==> config.mk <==
export PLATFORM = sky130hd
export DESIGN_NAME = div_ctrl
export DESIGN_NICKNAME = d
export VERILOG_FILES = /design/src/rtl/div_ctrl_pkg.sv /design/src/rtl/div_step.sv /design/src/rtl/div_ctrl.sv
export SDC_FILE = /design/constraint.sdc
export NUM_CORES = 1
export LEC_CHECK = 0
export BUFFER_PORTS_ARGS = -buffer_cell sky130_fd_sc_hd__buf_2
export CORE_ASPECT_RATIO = 1.2
export CORE_UTILIZATION = 25
export CTS_CLUSTER_SIZE = 14
export DETAILED_ROUTE_END_ITERATION = 6
export PLACE_DENSITY = 0.51
export SYNTH_ARGS = -nofsm -noshare
export SYNTH_HDL_FRONTEND = slang
export SYNTH_HIERARCHICAL = 1
export SYNTH_SLANG_ARGS = --single-unit
==> constraint.sdc <==
create_clock -name clk -period 4.8 [get_ports clk]
set_clock_uncertainty 0.05 [all_clocks]
set_input_delay 0.96 -clock clk [delete_from_list [all_inputs] [get_ports clk]]
set_output_delay 0.96 -clock clk [all_outputs]
set_load 0.02 [all_outputs]
==> src/rtl/div_ctrl_pkg.sv <==
// Shared definitions for the iterative divider in execute.
//   DIV_WIDTH   : default operand width
//   DIV_LATENCY : cycles from request to the result strobe (stall cycles)
//   divState_t  : controller state encoding
package div_ctrl_pkg;

  localparam int DIV_WIDTH   = 32;
  localparam int DIV_LATENCY = DIV_WIDTH + 1;

  typedef enum logic [1:0] {
    DIV_IDLE = 2'd0,
    DIV_BUSY = 2'd1,
    DIV_DONE = 2'd2
  } divState_t;

endpackage

==> src/rtl/div_step.sv <==
// One combinational restoring-division iteration.
//   remIn   : partial remainder before this step (always below the divisor)
//   divisor : unsigned divisor magnitude
//   nextBit : next dividend bit, shifted into the remainder LSB
//   remOut  : partial remainder after the conditional subtract
//   qBit    : quotient bit (1 when the subtract did not borrow)
module div_step #(
  parameter int WIDTH = 32
) (
  input  logic [WIDTH-1:0] remIn,
  input  logic [WIDTH-1:0] divisor,
  input  logic             nextBit,
  output logic [WIDTH-1:0] remOut,
  output logic             qBit
);

  logic [WIDTH:0] shifted;
  logic [WIDTH:0] diff;
  logic           borrow;

  // The shifted remainder needs WIDTH+1 bits, but whichever value is kept
  // is always below the divisor, so the result fits back into WIDTH bits.
  // With a zero divisor nothing is ever subtracted and the remainder simply
  // accumulates dividend bits, which still never exceeds WIDTH bits.
  always_comb begin
    shifted = {remIn, nextBit};
    diff    = shifted - {1'b0, divisor};
    borrow  = diff[WIDTH];
    qBit    = ~borrow;
    remOut  = borrow ? shifted[WIDTH-1:0] : diff[WIDTH-1:0];
  end

endmodule

==> src/rtl/div_ctrl.sv <==
// Multi-cycle DIV/DIVU unit for the execute stage.
//   clk, rst          : clock, synchronous active-high reset
//   startE, signedE   : divide request held while stalled; signed select
//   opaE, opbE        : dividend, divisor
//   annul             : exception flush, abandons any operation
//   div_stallE        : stall request to the hazard unit
//   hi_out, lo_out    : remainder, quotient (held until the next result)
//   res_valid         : one-cycle HI/LO write strobe
//
// state    | meaning
// ---------+---------------------------------------------------------
// DIV_IDLE | waiting for startE; operands latched on accept
// DIV_BUSY | one restoring step per cycle, ITER cycles
// DIV_DONE | results registered, res_valid high, stall released
module div_ctrl
  import div_ctrl_pkg::*;
#(
  parameter int WIDTH = DIV_WIDTH,
  parameter int ITER  = WIDTH
) (
  input  logic             clk,
  input  logic             rst,
  input  logic             startE,
  input  logic             signedE,
  input  logic [WIDTH-1:0] opaE,
  input  logic [WIDTH-1:0] opbE,
  input  logic             annul,
  output logic             div_stallE,
  output logic [WIDTH-1:0] hi_out,
  output logic [WIDTH-1:0] lo_out,
  output logic             res_valid
);

  localparam int CntW = (ITER > 1) ? $clog2(ITER) : 1;

  divState_t        state, stateNext;
  logic [CntW-1:0]  count;
  logic [WIDTH-1:0] dvdQuo;   // dividend shifts out the top, quotient fills the bottom
  logic [WIDTH-1:0] divisor;
  logic [WIDTH-1:0] remQ;
  logic             qSign, rSign;

  logic [WIDTH-1:0] magA, magB;
  logic [WIDTH-1:0] stepRem;
  logic             stepQ;
  logic             lastStep;
  logic [WIDTH-1:0] quoFinal;

  div_step #(.WIDTH(WIDTH)) uStep (
    .remIn  (remQ),
    .divisor(divisor),
    .nextBit(dvdQuo[WIDTH-1]),
    .remOut (stepRem),
    .qBit   (stepQ)
  );

  always_comb begin
    magA     = (signedE && opaE[WIDTH-1]) ? -opaE : opaE;
    magB     = (signedE && opbE[WIDTH-1]) ? -opbE : opbE;
    lastStep = (count == CntW'(ITER - 1));
    quoFinal = {dvdQuo[WIDTH-2:0], stepQ};
  end

  always_comb begin
    stateNext  = state;
    div_stallE = 1'b0;
    res_valid  = 1'b0;
    case (state)
      DIV_IDLE: if (startE) stateNext = DIV_BUSY;
      DIV_BUSY: if (lastStep) stateNext = DIV_DONE;
      DIV_DONE: stateNext = DIV_IDLE;
      default:  stateNext = DIV_IDLE;
    endcase
    if (annul) stateNext = DIV_IDLE;
    div_stallE = ~annul & (((state == DIV_IDLE) & startE) | (state == DIV_BUSY));
    res_valid  = ~annul & (state == DIV_DONE);
  end

  always_ff @(posedge clk) begin
    if (rst) begin
      state   <= DIV_IDLE;
      count   <= '0;
      dvdQuo  <= '0;
      divisor <= '0;
      remQ    <= '0;
      qSign   <= 1'b0;
      rSign   <= 1'b0;
      hi_out  <= '0;
      lo_out  <= '0;
    end else begin
      state <= stateNext;
      case (state)
        DIV_IDLE: begin
          if (startE && !annul) begin
            dvdQuo  <= magA;
            divisor <= magB;
            qSign   <= signedE & (opaE[WIDTH-1] ^ opbE[WIDTH-1]);
            rSign   <= signedE & opaE[WIDTH-1];
            remQ    <= '0;
            count   <= '0;
          end
        end
        DIV_BUSY: begin
          if (!annul) begin
            remQ   <= stepRem;
            dvdQuo <= quoFinal;
            count  <= count + CntW'(1);
            // Results land on entry to DONE so they are fresh while res_valid is high.
            if (lastStep) begin
              lo_out <= qSign ? -quoFinal : quoFinal;
              hi_out <= rSign ? -stepRem : stepRem;
            end
          end
        end
        default: ;
      endcase
    end
  end

endmodule
==> impl_metrics.prom, run 1 <==
# TYPE chip_impl_metric gauge
chip_impl_metric{name="async_reset_ff_frac",unit=""} 0
chip_impl_metric{name="hold_slack",unit="ps"} 407
chip_impl_metric{name="max-cap-violations",unit=""} 0
chip_impl_metric{name="detail_route.first_pass.iterations",unit=""} 5
chip_impl_metric{name="synth.yosys.seq_area_share",unit=""} 0.300
chip_impl_info{name="netlist.top_cell.by_area",value="dfxtp_1"} 1
chip_impl_metric{name="number_of_sinks_driven_by_the_clock_tree",unit=""} 169
chip_impl_info{name="min_path_type",value="flop to flop"} 1
chip_impl_metric{name="synth_seq_cells",unit=""} 169
chip_impl_metric{name="final_critical_path_setup_slack",unit="ps"} 154
chip_impl_metric{name="hold_violations",unit=""} 0
chip_impl_metric{name="clock_path_buffers",unit=""} 2
chip_impl_metric{name="synth.yosys.warnings",unit=""} 6
chip_impl_metric{name="cp_max_fo",unit=""} 5
chip_impl_info{name="cts_tree",value="built"} 1
chip_impl_metric{name="floorplan.die.height",unit="µm"} 235
chip_impl_metric{name="grt_usage",unit=""} 0.154
chip_impl_metric{name="crit_required",unit="ps"} 5110
chip_impl_info{name="status",value="finished clean"} 1
chip_impl_info{name="synthFlopType",value="dfxtp_1"} 1
chip_impl_metric{name="fp.dieW",unit="µm"} 196
chip_impl_metric{name="grt_antenna_before_repair",unit=""} 1
chip_impl_metric{name="areal_power_density_over_the_cells",unit="nW/µm²"} 279
chip_impl_metric{name="cts_hold_buffers",unit=""} 0
chip_impl_metric{name="layout.core_utilization",unit=""} 0.304
chip_impl_info{name="worst_setup_path_endpoint",value="hi_out[22]"} 1
chip_impl_info{name="top_signal_layer_used",value="met5"} 1
chip_impl_metric{name="n_antenna_cell",unit=""} 0
chip_impl_metric{name="arrival",unit="ps"} 4950
chip_impl_metric{name="worst-r2r-setup-slack",unit="ps"} 150
chip_impl_metric{name="max-vdd-ir-drop",unit="mV"} 0.180
chip_impl_metric{name="floorplan.core_area",unit="µm²"} 44100
chip_impl_metric{name="grt-ovfl-total",unit=""} 0
chip_impl_metric{name="fmax",unit="MHz"} 215
chip_impl_info{name="setup.worst_path.start",value="dvdQuo[31]"} 1
chip_impl_metric{name="synthDominantCellAreaShare",unit=""} 0.300
chip_impl_metric{name="p_leak",unit="µW"} 0.00523
chip_impl_metric{name="post_synth_num_cell_types",unit=""} 88
chip_impl_metric{name="multi_input_combinational_cell_area",unit="µm²"} 7410
chip_impl_info{name="synthMostInstantiatedCell",value="nor2_1"} 1
chip_impl_metric{name="post-place-ws",unit="ps"} -72.7
chip_impl_metric{name="cts-htree-levels",unit=""} 4
chip_impl_metric{name="sequential_cell_area",unit="µm²"} 3380
chip_impl_metric{name="transition_time_of_the_tightest_slew_check_pin",unit="ps"} 1090
chip_impl_info{name="r2r_end",value="hi_out[22]"} 1
chip_impl_metric{name="postRouteWirelength",unit="mm"} 36.4
chip_impl_metric{name="post_synth.cell_area_avg",unit="µm²"} 7.95
chip_impl_metric{name="min_period_over_period",unit=""} 0.968
chip_impl_metric{name="area_growth",unit="%"} 18.8
chip_impl_metric{name="start_util",unit=""} 0.256
chip_impl_info{name="path_class",value="flop to flop"} 1
chip_impl_info{name="synth_area_leaders",value="dfxtp_1 30%, nor2_1 6.6%, xor2_1 5.1%"} 1
chip_impl_metric{name="fillCellCount",unit=""} 4725
chip_impl_metric{name="dr_wl_met3",unit="mm"} 1.13
chip_impl_metric{name="boundaryPins",unit=""} 135
chip_impl_info{name="crit_path_end_kind",value="flop"} 1
chip_impl_metric{name="placement_rows",unit=""} 84
chip_impl_metric{name="floorplan_die_area",unit="µm²"} 46000
chip_impl_info{name="r2r_start",value="dvdQuo[31]"} 1
chip_impl_metric{name="met1Wirelength",unit="mm"} 15.9
chip_impl_metric{name="dp_hpwl",unit="mm"} 27.7
chip_impl_metric{name="post_synth_instance_area",unit="µm²"} 11300
chip_impl_info{name="clock_tree.root_cell",value="clkbuf_16"} 1
chip_impl_metric{name="detail_route.iter0.violations",unit=""} 644
chip_impl_info{name="timing.critical_path.from_type",value="flop"} 1
chip_impl_metric{name="synth-edff-count",unit=""} 0
chip_impl_metric{name="layout_cells_sized_above_1",unit=""} 0.193
chip_impl_metric{name="gp_congestion",unit=""} 0.877
chip_impl_info{name="grt_setup_unrepaired",value="true"} 1
chip_impl_metric{name="drtAntennaViolNets",unit=""} 0
chip_impl_metric{name="worst_skew_pair.late_latency",unit="ps"} 460
chip_impl_metric{name="slew_viol_final",unit=""} 0
chip_impl_metric{name="wl_per_cell",unit="µm"} 17.2
chip_impl_metric{name="finish.net_count",unit=""} 1647
chip_impl_metric{name="first_global_vias",unit=""} 10067
chip_impl_metric{name="numCtsBuffers",unit=""} 17
chip_impl_info{name="most_common_library_cells_after_synthesis",value="199 x nor2_1, 169 x dfxtp_1, 92 x nand2_1, 78 x a21oi_1, 73 x clkbuf_1"} 1
chip_impl_metric{name="clk_pin_slew_worst_paths",unit="ps"} 80
chip_impl_metric{name="fin_crit",unit="ps"} 4650
chip_impl_metric{name="max_slew_margin",unit=""} 0.275
chip_impl_metric{name="grt_max_degree",unit=""} 93
chip_impl_metric{name="remaining_drc_errors",unit=""} 0
chip_impl_metric{name="grt_first_pass_wirelength",unit="mm"} 56.0
chip_impl_metric{name="met2_wirelength",unit="mm"} 18.1
chip_impl_metric{name="place.port_buffers",unit=""} 134
chip_impl_metric{name="via_count",unit=""} 10717
chip_impl_metric{name="route.detailed.vias_per_inst",unit=""} 5.08
chip_impl_metric{name="finalSetupViolations",unit=""} 0
chip_impl_metric{name="worst-r2r-cell-count",unit=""} 20
chip_impl_metric{name="synthCells",unit=""} 1419
chip_impl_metric{name="postSynthNetCount",unit=""} 1527
chip_impl_metric{name="total_power_after_layout",unit="µW"} 3740
## layer usage
layer	track usage	vias up
met1	0.187	5007
li1	-	5454
met4	0.0684	2
met2	0.270	195
met5	0	-
met3	0.0210	59
## sequential cells by signal, summed over array words and instances (netlist names)
signal,cells
count,5
divisor,32
dvdQuo,32
hi_out,32
lo_out,32
qSign,1
rSign,1
remQ,32
state,2
## logic make-up after synthesis
kind of cell             after synthesis  synth area share
buffers and inverters                141            0.0592
AND/OR/NAND/NOR                      506             0.216
AO/OA/AOI/OAI                        406             0.243
XOR/XNOR                             118            0.0916
adder cells (fa/ha/maj)               39            0.0439
multiplexers                          40            0.0456
flip-flops                           169             0.300
## cell usage in the layout, fill, tap and decap left out, types with 52 or more instances in the layout
cell type and instances:
dfxtp_1 168, buf_2 133, nand2_1 92, a211oi_1 70, xor2_1 66, o21ai_0 61
a21oi_1 78, xnor2_1 52, buf_4 58, nor2_1 196
## worst min path at each step
stage,from,to,slack [ps],depth (start not counted)
after floorplan,divisor[31],divisor[31],380,2
after global placement,hi_out[18],hi_out[18],390,2
after detailed placement,hi_out[18],hi_out[18],400,2
after CTS,hi_out[18],hi_out[18],410,2
after global routing,hi_out[18],hi_out[18],440,2
final,hi_out[18],hi_out[18],410,2
## worst max-delay path, stage by stage (launching register included)
cell       delay (ps)
dfxtp_2           330
inv_1              60
ha_4              160
fa_2              360
and2b_1           230
o2111ai_2         130
a21oi_2           210
o2111ai_2         150
a211oi_2          320
nor2_4             70
mux2i_4           170
and2_4            280
inv_12             60
buf_4             130
mux2_4            330
or3_1             410
or2_2             350
nor4_4            260
nor2_1            100
xnor2_1           150
a211oi_1          240
## timing repair
item | CTS | global route
cloned | 0 | 2
pin swaps | 2 | 13
setup endpoints to repair | 6 | 15
gates resized for setup | 7 | 21
buffers inserted | 0 | 6
## where the power goes
group | switching [µW] | internal [µW] | total, µW
logic | 506 | 354 | 860
clock network | 683 | 709 | 1390
registers | 48.4 | 1440 | 1490
total | 1240 | 2510 | 3740
## final cells by class
class / instances / share of cell area
clock buffer: 18 / 0.0328
clock inverter: 14 / 0.0113
inverter: 49 / 0.0147
multi-input combinational: 1109 / 0.553
sequential: 169 / 0.253
tap: 559 / 0.0522
timing repair buffer: 191 / 0.0822
timing repair inverter: 2 / 0.00131
## metrics by stage
step	TNS, ps	cells	instance area [µm²]
6_report	0	2111	13400
5_1_grt	-25.4	2111	13400
4_1_cts	0	2103	13200
3_5_place_dp	-104	2071	12600
3_3_place_gp	-23.7	2071	12600
2_1_floorplan	0	1419	11300
No activity file was read; power rests on OpenSTA's default activity.
==> inputs of run 2 (changes only) <==
--- a/config.mk
+++ b/config.mk
@@ -5,6 +5,7 @@
 export SDC_FILE = /design/constraint.sdc
 export NUM_CORES = 1
 export LEC_CHECK = 0
+export ABC_AREA = 1
 export BUFFER_PORTS_ARGS = -buffer_cell sky130_fd_sc_hd__buf_2
 export CORE_ASPECT_RATIO = 1.2
 export CORE_UTILIZATION = 25
==> impl_metrics.prom, run 2 <==
# TYPE chip_impl_metric gauge
chip_impl_info{name="status",value="finished with violations"} 1
chip_impl_info{name="failing_checks",value="DRC"} 1
chip_impl_metric{name="gp_congestion",unit=""} 0.935
chip_impl_metric{name="critical_path.n_buffers_inverters",unit=""} 4
chip_impl_metric{name="fmax",unit="MHz"} 272
chip_impl_metric{name="post_synth_instance_area",unit="µm²"} 13300
chip_impl_info{name="top_usage_layer",value="met2"} 1
chip_impl_metric{name="max-vdd-ir-drop",unit="mV"} 0.227
chip_impl_metric{name="wl_per_cell",unit="µm"} 15.6
chip_impl_info{name="netlist.top_cell.by_area",value="dfxtp_1"} 1
chip_impl_metric{name="grt-ovfl-total",unit=""} 0
chip_impl_metric{name="clk_pin_slew_worst_paths",unit="ps"} 80
chip_impl_metric{name="placement_rows",unit=""} 92
chip_impl_metric{name="remaining_drc_errors",unit=""} 2
chip_impl_metric{name="fin_crit",unit="ps"} 3670
chip_impl_metric{name="numCtsBuffers",unit=""} 17
chip_impl_metric{name="p_leak",unit="µW"} 0.00780
chip_impl_metric{name="layout_cells_sized_above_1",unit=""} 0.0872
chip_impl_metric{name="floorplan.core_area",unit="µm²"} 52500
chip_impl_metric{name="arrival",unit="ps"} 3990
chip_impl_metric{name="place.port_buffers",unit=""} 134
chip_impl_metric{name="post-cts-setup-buffer-count",unit=""} 0
chip_impl_metric{name="final_cell_count_no_fill",unit=""} 3160
chip_impl_metric{name="groute.layer.met3.usage",unit=""} 0.0225
chip_impl_info{name="crit_path_end_kind",value="flop"} 1
chip_impl_info{name="timing.critical_path.from_type",value="flop"} 1
chip_impl_metric{name="max-cap-violations",unit=""} 0
chip_impl_metric{name="use_met1",unit=""} 0.210
chip_impl_metric{name="hold_violations",unit=""} 0
chip_impl_metric{name="postCtsResizedCells",unit=""} 0
chip_impl_info{name="hold_path_startpoint",value="count[4]"} 1
chip_impl_metric{name="post_synth_num_cell_types",unit=""} 39
chip_impl_info{name="synth_area_leaders",value="dfxtp_1 26%, nand2_1 22%, inv_1 9.3%"} 1
chip_impl_info{name="hold_path_end",value="count[4]"} 1
chip_impl_metric{name="min_period_over_period",unit=""} 0.765
chip_impl_metric{name="slew_viol_final",unit=""} 0
chip_impl_info{name="clock_tree.root_cell",value="clkbuf_16"} 1
chip_impl_metric{name="crit_required",unit="ps"} 5110
chip_impl_metric{name="hold_slack",unit="ps"} 425
chip_impl_metric{name="transition_time_of_the_tightest_slew_check_pin",unit="ps"} 977
chip_impl_metric{name="cp_max_fo",unit=""} 35
chip_impl_metric{name="async_reset_ff_frac",unit=""} 0
chip_impl_metric{name="fp.dieW",unit="µm"} 212
chip_impl_info{name="synthFlopType",value="dfxtp_1"} 1
chip_impl_metric{name="dp_hpwl",unit="mm"} 39.2
chip_impl_metric{name="floorplan.die.height",unit="µm"} 254
chip_impl_metric{name="finalSetupViolations",unit=""} 0
chip_impl_metric{name="grt_first_pass_wirelength",unit="mm"} 75.6
chip_impl_metric{name="total_negative_slack",unit="ps"} 0
chip_impl_metric{name="number_of_sinks_driven_by_the_clock_tree",unit=""} 169
chip_impl_metric{name="detail_route.iter0.violations",unit=""} 1066
chip_impl_metric{name="boundaryPins",unit=""} 135
chip_impl_info{name="most_used_cell_along_the_critical_path",value="nand2_1"} 1
chip_impl_info{name="r2r_end",value="hi_out[28]"} 1
chip_impl_metric{name="layout.core_utilization",unit=""} 0.289
chip_impl_metric{name="max_slew_margin",unit=""} 0.348
chip_impl_metric{name="grt_usage",unit=""} 0.183
chip_impl_metric{name="cts-htree-levels",unit=""} 4
chip_impl_metric{name="fillCellCount",unit=""} 6066
chip_impl_metric{name="synthCells",unit=""} 2353
chip_impl_info{name="mostFrequentLayoutCell",value="nand2_1"} 1
chip_impl_metric{name="detail_route.first_pass.iterations",unit=""} 7
chip_impl_metric{name="worst_skew_pair.late_latency",unit="ps"} 460
chip_impl_metric{name="total_power_after_layout",unit="µW"} 3960
chip_impl_metric{name="area_growth",unit="%"} 14.4
chip_impl_metric{name="synth.yosys.seq_area_share",unit=""} 0.255
chip_impl_metric{name="worst-r2r-setup-slack",unit="ps"} 1130
chip_impl_info{name="r2r_start",value="dvdQuo[31]"} 1
chip_impl_metric{name="route.detailed.vias_per_inst",unit=""} 4.62
chip_impl_metric{name="grt_use_met2",unit=""} 0.344
chip_impl_info{name="slowest_stage",value="fa_1"} 1
chip_impl_metric{name="holdPathStages",unit=""} 2
chip_impl_metric{name="via_count",unit=""} 14607
chip_impl_metric{name="cts_hold_buffers",unit=""} 0
chip_impl_info{name="min_path_type",value="flop to flop"} 1
chip_impl_metric{name="start_util",unit=""} 0.253
chip_impl_info{name="cts_tree",value="built"} 1
chip_impl_info{name="path_class",value="flop to flop"} 1
chip_impl_metric{name="clock_path_buffers",unit=""} 2
chip_impl_metric{name="synthDominantCellAreaShare",unit=""} 0.255
chip_impl_metric{name="synth.yosys.warnings",unit=""} 6
chip_impl_metric{name="areal_power_density_over_the_cells",unit="nW/µm²"} 261
chip_impl_metric{name="floorplan_die_area",unit="µm²"} 54000
chip_impl_metric{name="grt_max_degree",unit=""} 81
chip_impl_info{name="grt_setup_unrepaired",value="false"} 1
chip_impl_metric{name="numPlacedInstances",unit=""} 3127
chip_impl_metric{name="synth_seq_cells",unit=""} 169
chip_impl_info{name="critPathTopFamily",value="simple AND/OR/NAND/NOR gates"} 1
chip_impl_metric{name="finish.net_count",unit=""} 2549
chip_impl_metric{name="critical_path.max_stage_delay",unit="ps"} 400
chip_impl_metric{name="post_synth.cell_area_avg",unit="µm²"} 5.64
chip_impl_metric{name="postSynthNetCount",unit=""} 2461
chip_impl_info{name="synthMostInstantiatedCell",value="nand2_1"} 1
chip_impl_metric{name="first_global_vias",unit=""} 13567
chip_impl_metric{name="synth-edff-count",unit=""} 0
chip_impl_metric{name="grt_antenna_before_repair",unit=""} 5
chip_impl_metric{name="drtAntennaViolNets",unit=""} 0
chip_impl_metric{name="postRouteWirelength",unit="mm"} 49.3
chip_impl_info{name="layout.cells.most_common_list",value="784 x nand2_1, 326 x inv_1, 311 x nor2_1"} 1
chip_impl_metric{name="worst-r2r-cell-count",unit=""} 26
chip_impl_info{name="most_common_library_cells_after_synthesis",value="784 x nand2_1, 327 x inv_1, 312 x nor2_1, 169 x dfxtp_1, 166 x a21oi_1"} 1
-- run 2: changes by cell type after synthesis, sizes merged, moves of 30 or more --
cell,previous run,this run
xnor2,52,8
nor3,49,14
a211oi,71,5
nor2,200,320
inv,49,332
o31ai,30,0
nand3,24,164
a21oi,80,168
o21ai,64,132
nand2,92,796
clkbuf,76,33
buf,12,45
a22oi,35,0
-- run 2: worst min-delay path: stages (launching register included) --
cell	delay, ps
dfxtp_1	320
nand2_1	60
a21oi_1	50
-- run 2: worst max-delay path by stage --
| stage | to | cells after the start | start |
|---|---|---|---|
| after floorplan | hi_out[28] | 27 | dvdQuo[31] |
| after CTS | hi_out[30] | 26 | dvdQuo[31] |
| after global routing | hi_out[30] | 26 | dvdQuo[31] |
| after global placement | hi_out[28] | 26 | dvdQuo[31] |
| final | hi_out[28] | 26 | dvdQuo[31] |
| after detailed placement | hi_out[30] | 26 | dvdQuo[31] |
-- run 2: layer usage --
metal  up-vias  wire (µm)
met3        68       1770
li1       7546          -
met1      6680      20300
met2       309      25700
met5         -         21
met4         4       1490
-- run 2: cell type report --
type                    count  area, µm²  area share
inverters                 334       1250      0.0826
multi-input cells        1772       8250       0.544
well taps                 705        882      0.0581
diodes                      1       2.50    0.000165
repair buffers            147        781      0.0515
flip-flops and latches    169       3380       0.223
clock inverters            14        184      0.0121
clock buffers              18        439      0.0289
-- run 2: logic make-up (layout without fill, tap and decap cells) --
| group | after synthesis | in the layout | share of synthesized area |
|---|---|---|---|
| AOI/OAI and AO/OA | 335 | 335 | 0.135 |
| buffers and inverters | 412 | 513 | 0.124 |
| DFF | 169 | 169 | 0.255 |
| adders and majority gates | 39 | 39 | 0.0374 |
| xor gates and xnor gates | 59 | 59 | 0.0390 |
| other | 0 | 1 | 0 |
| and+or+nand+nor | 1339 | 1339 | 0.410 |
-- run 2: power breakdown --
group          internal [µW]  switching, µW
sequential              1450           54.2
combinational            301            690
clock                    761            706
total                   2510           1450
-- run 2: stage by stage --
stage	worst slack, ps	instance area [µm²]
after floorplan	1630	13300
after global placement	1130	14500
after detailed placement	1130	14500
after CTS	1100	15200
after global routing	613	15200
final	1130	15200
==> inputs of run 3 (changes only) <==
--- a/config.mk
+++ b/config.mk
@@ -5,13 +5,13 @@
 export SDC_FILE = /design/constraint.sdc
 export NUM_CORES = 1
 export LEC_CHECK = 0
-export ABC_AREA = 1
+export ABC_AREA = 0
 export BUFFER_PORTS_ARGS = -buffer_cell sky130_fd_sc_hd__buf_2
 export CORE_ASPECT_RATIO = 1.2
 export CORE_UTILIZATION = 25
 export CTS_CLUSTER_SIZE = 14
 export DETAILED_ROUTE_END_ITERATION = 6
-export PLACE_DENSITY = 0.51
+export PLACE_DENSITY = 0.5
 export SYNTH_ARGS = -nofsm -noshare
 export SYNTH_HDL_FRONTEND = slang
 export SYNTH_HIERARCHICAL = 1
==> constraint.sdc (replaced) <==
create_clock -name clk -period 3.6 [get_ports clk]
set_clock_uncertainty 0.05 [all_clocks]
set_input_delay 0.72 -clock clk [delete_from_list [all_inputs] [get_ports clk]]
set_output_delay 0.72 -clock clk [all_outputs]
set_load 0.02 [all_outputs]
==> impl_metrics.prom, run 3 (same netlist as run 1, synthesis figures left out) <==
# TYPE chip_impl_metric gauge
chip_impl_metric{name="floorplan.die.height",unit="µm"} 235
chip_impl_metric{name="route.detailed.vias_per_inst",unit=""} 5.07
chip_impl_metric{name="number_of_sinks_driven_by_the_clock_tree",unit=""} 169
chip_impl_metric{name="detail_route.iter0.violations",unit=""} 641
chip_impl_metric{name="gp_congestion",unit=""} 0.876
chip_impl_info{name="min_path_type",value="flop to flop"} 1
chip_impl_info{name="crit_path_end_kind",value="flop"} 1
chip_impl_metric{name="fillCellCount",unit=""} 4657
chip_impl_info{name="slowest_stage",value="fa_2"} 1
chip_impl_info{name="timing.critical_path.from_type",value="flop"} 1
chip_impl_metric{name="grt-ovfl-total",unit=""} 0
chip_impl_metric{name="n_antenna_cell",unit=""} 0
chip_impl_metric{name="wl_per_cell",unit="µm"} 17.8
chip_impl_info{name="failing_checks",value="setup timing"} 1
chip_impl_metric{name="cts-htree-levels",unit=""} 4
chip_impl_metric{name="postRouteWirelength",unit="mm"} 40.6
chip_impl_metric{name="numPlacedInstances",unit=""} 2227
chip_impl_metric{name="areal_power_density_over_the_cells",unit="nW/µm²"} 351
chip_impl_info{name="status",value="finished with violations"} 1
chip_impl_metric{name="clk_pin_slew_worst_paths",unit="ps"} 80
chip_impl_metric{name="critical_path.max_stage_delay",unit="ps"} 350
chip_impl_metric{name="max-vdd-ir-drop",unit="mV"} 0.361
chip_impl_metric{name="final_cell_count_no_fill",unit=""} 2286
chip_impl_metric{name="grt_antenna_before_repair",unit=""} 0
chip_impl_metric{name="start_util",unit=""} 0.256
chip_impl_info{name="layout.cells.most_common_list",value="206 x buf_4, 191 x nor2_1, 168 x dfxtp_1"} 1
chip_impl_info{name="mostFrequentLayoutCell",value="buf_4"} 1
chip_impl_metric{name="placement_rows",unit=""} 84
chip_impl_metric{name="floorplan.core_area",unit="µm²"} 44100
chip_impl_info{name="critPathTopFamily",value="simple AND/OR/NAND/NOR gates"} 1
chip_impl_info{name="path_class",value="flop to flop"} 1
chip_impl_metric{name="boundaryPins",unit=""} 135
chip_impl_metric{name="detail_route.first_pass.iterations",unit=""} 5
chip_impl_metric{name="max_slew_margin",unit=""} 0.304
chip_impl_info{name="grt_setup_unrepaired",value="true"} 1
chip_impl_info{name="critical_path_cell_list",value="inv_2 -> ha_4 -> fa_2 -> and2b_2 -> o2111ai_2 -> a21oi_2 -> o2111ai_2 -> a211oi_2 -> nor2_4 -> mux2i_4 -> and2_4 -> inv_8 -> mux2_4 -> nor4_4 -> nand4_1 -> or2_4 -> o41a_1 -> xnor2_1 -> a211oi_1"} 1
chip_impl_metric{name="drtAntennaViolNets",unit=""} 0
chip_impl_metric{name="final_critical_path_setup_slack",unit="ps"} -926
chip_impl_metric{name="grt_first_pass_wirelength",unit="mm"} 64.1
chip_impl_metric{name="dp_hpwl",unit="mm"} 31.0
chip_impl_info{name="clock_tree.root_cell",value="clkbuf_16"} 1
chip_impl_metric{name="critical_path.n_buffers_inverters",unit=""} 2
chip_impl_metric{name="p_leak",unit="µW"} 0.00618
chip_impl_metric{name="place.port_buffers",unit=""} 134
chip_impl_metric{name="finalSetupViolations",unit=""} 63
chip_impl_metric{name="fin_crit",unit="ps"} 4530
chip_impl_metric{name="layout_cells_sized_above_1",unit=""} 0.326
chip_impl_metric{name="slew_viol_final",unit=""} 0
chip_impl_metric{name="worst_skew_pair.late_latency",unit="ps"} 460
chip_impl_info{name="most_used_cell_along_the_critical_path",value="o2111ai_2"} 1
chip_impl_metric{name="remaining_drc_errors",unit=""} 0
chip_impl_metric{name="min_period_over_period",unit=""} 1.26
chip_impl_metric{name="grt_max_degree",unit=""} 79
chip_impl_metric{name="post-place-ws",unit="ps"} -1000
chip_impl_metric{name="cp_max_fo",unit=""} 5
chip_impl_metric{name="hold_slack",unit="ps"} 409
chip_impl_metric{name="max-cap-violations",unit=""} 0
chip_impl_metric{name="crit_required",unit="ps"} 3910
chip_impl_metric{name="area_growth",unit="%"} 37.2
chip_impl_metric{name="numCtsBuffers",unit=""} 17
chip_impl_metric{name="finish.net_count",unit=""} 1822
chip_impl_metric{name="grt_usage",unit=""} 0.176
chip_impl_metric{name="clock_path_buffers",unit=""} 2
chip_impl_metric{name="first_global_vias",unit=""} 11613
chip_impl_metric{name="fp.dieW",unit="µm"} 196
chip_impl_metric{name="arrival",unit="ps"} 4840
chip_impl_metric{name="fmax",unit="MHz"} 221
chip_impl_metric{name="floorplan_die_area",unit="µm²"} 46000
chip_impl_metric{name="via_count",unit=""} 11588
chip_impl_info{name="cts_tree",value="built"} 1
chip_impl_metric{name="transition_time_of_the_tightest_slew_check_pin",unit="ps"} 1040
chip_impl_metric{name="hold_violations",unit=""} 0
## run 3: changes by cell type in the layout (fill, tap and decap cells not counted), sizes merged, moves of 30 or more
| cell | previous run | this run |
|---|---|---|
| o21ai | 132 | 64 |
| a21oi | 168 | 80 |
| o31ai | 0 | 30 |
| nand3 | 164 | 24 |
| a211oi | 5 | 71 |
| a22oi | 0 | 35 |
| nand2 | 796 | 92 |
| inv | 336 | 57 |
| xnor2 | 8 | 52 |
| nor3 | 14 | 49 |
| buf | 147 | 367 |
| nor2 | 320 | 200 |
## run 3: worst reg2reg max path, delay by kind of cell (launching register included)
family | cells | cell delay (ps)
AOI/OAI and AO/OA | 6 | 1370
xor gates and xnor gates | 1 | 130
adders and majority gates | 2 | 510
buffers and inverters | 2 | 140
DFF | 1 | 340
muxes | 2 | 520
and+or+nand+nor | 6 | 1380
## run 3: report_power, final
part / switching [µW] / internal (µW) / leakage [µW]
clock network: 932 / 927 / 0.000284
registers: 74.3 / 1920 / 0.00137
logic: 853 / 719 / 0.00453
total: 1860 / 3570 / 0.00618
## run 3: routing by layer
metal | wire (µm) | vias to the layer above | global-route usage
li1 | - | 5799 | -
met4 | 901 | 0 | 0.0535
met2 | 22200 | 173 | 0.339
met5 | 0 | - | 0
met3 | 992 | 49 | 0.0261
met1 | 16500 | 5567 | 0.196
## run 3: area by class of cell
class	instances	area, µm²	share of cell area
Clock buffer	18	429	0.0277
Clock inverter	14	153	0.00986
Inverter	49	196	0.0127
Multi-Input combinational cell	1109	8050	0.520
Sequential cell	169	3380	0.219
Tap cell	559	699	0.0452
Timing Repair Buffer	367	2560	0.165
Timing Repair inverter	1	8.76	0.000566
## run 3: what timing repair did
action	4_1_cts	5_1_grt
pin swaps	57	38
buffers inserted	21	7
gates resized for setup	103	42
hold buffers	0	0
endpoints found under the setup margin	66	87
gates cloned	1	0
## run 3: worst paths after layout
check	slack, ps	startpoint	depth (start not counted)	to
worst min register to register	410	lo_out[0]	2	lo_out[0]
worst max-delay path	-930	dvdQuo[31]	19	hi_out[27]
worst max register to register	-930	dvdQuo[31]	19	hi_out[27]
worst min-delay path	410	lo_out[0]	2	lo_out[0]
## run 3: stage by stage
step | utilization | setup TNS [ps] | area (µm²) | power, µW
3_5_place_dp | 0.318 | -31730 | 14000 | 3360
6_report | 0.351 | -33970 | 15500 | 5430
3_3_place_gp | 0.318 | -27650 | 14000 | 3350
5_1_grt | 0.351 | -47320 | 15500 | 5690
4_1_cts | 0.344 | -33960 | 15200 | 5400
2_1_floorplan | - | -20570 | 11500 | 2830
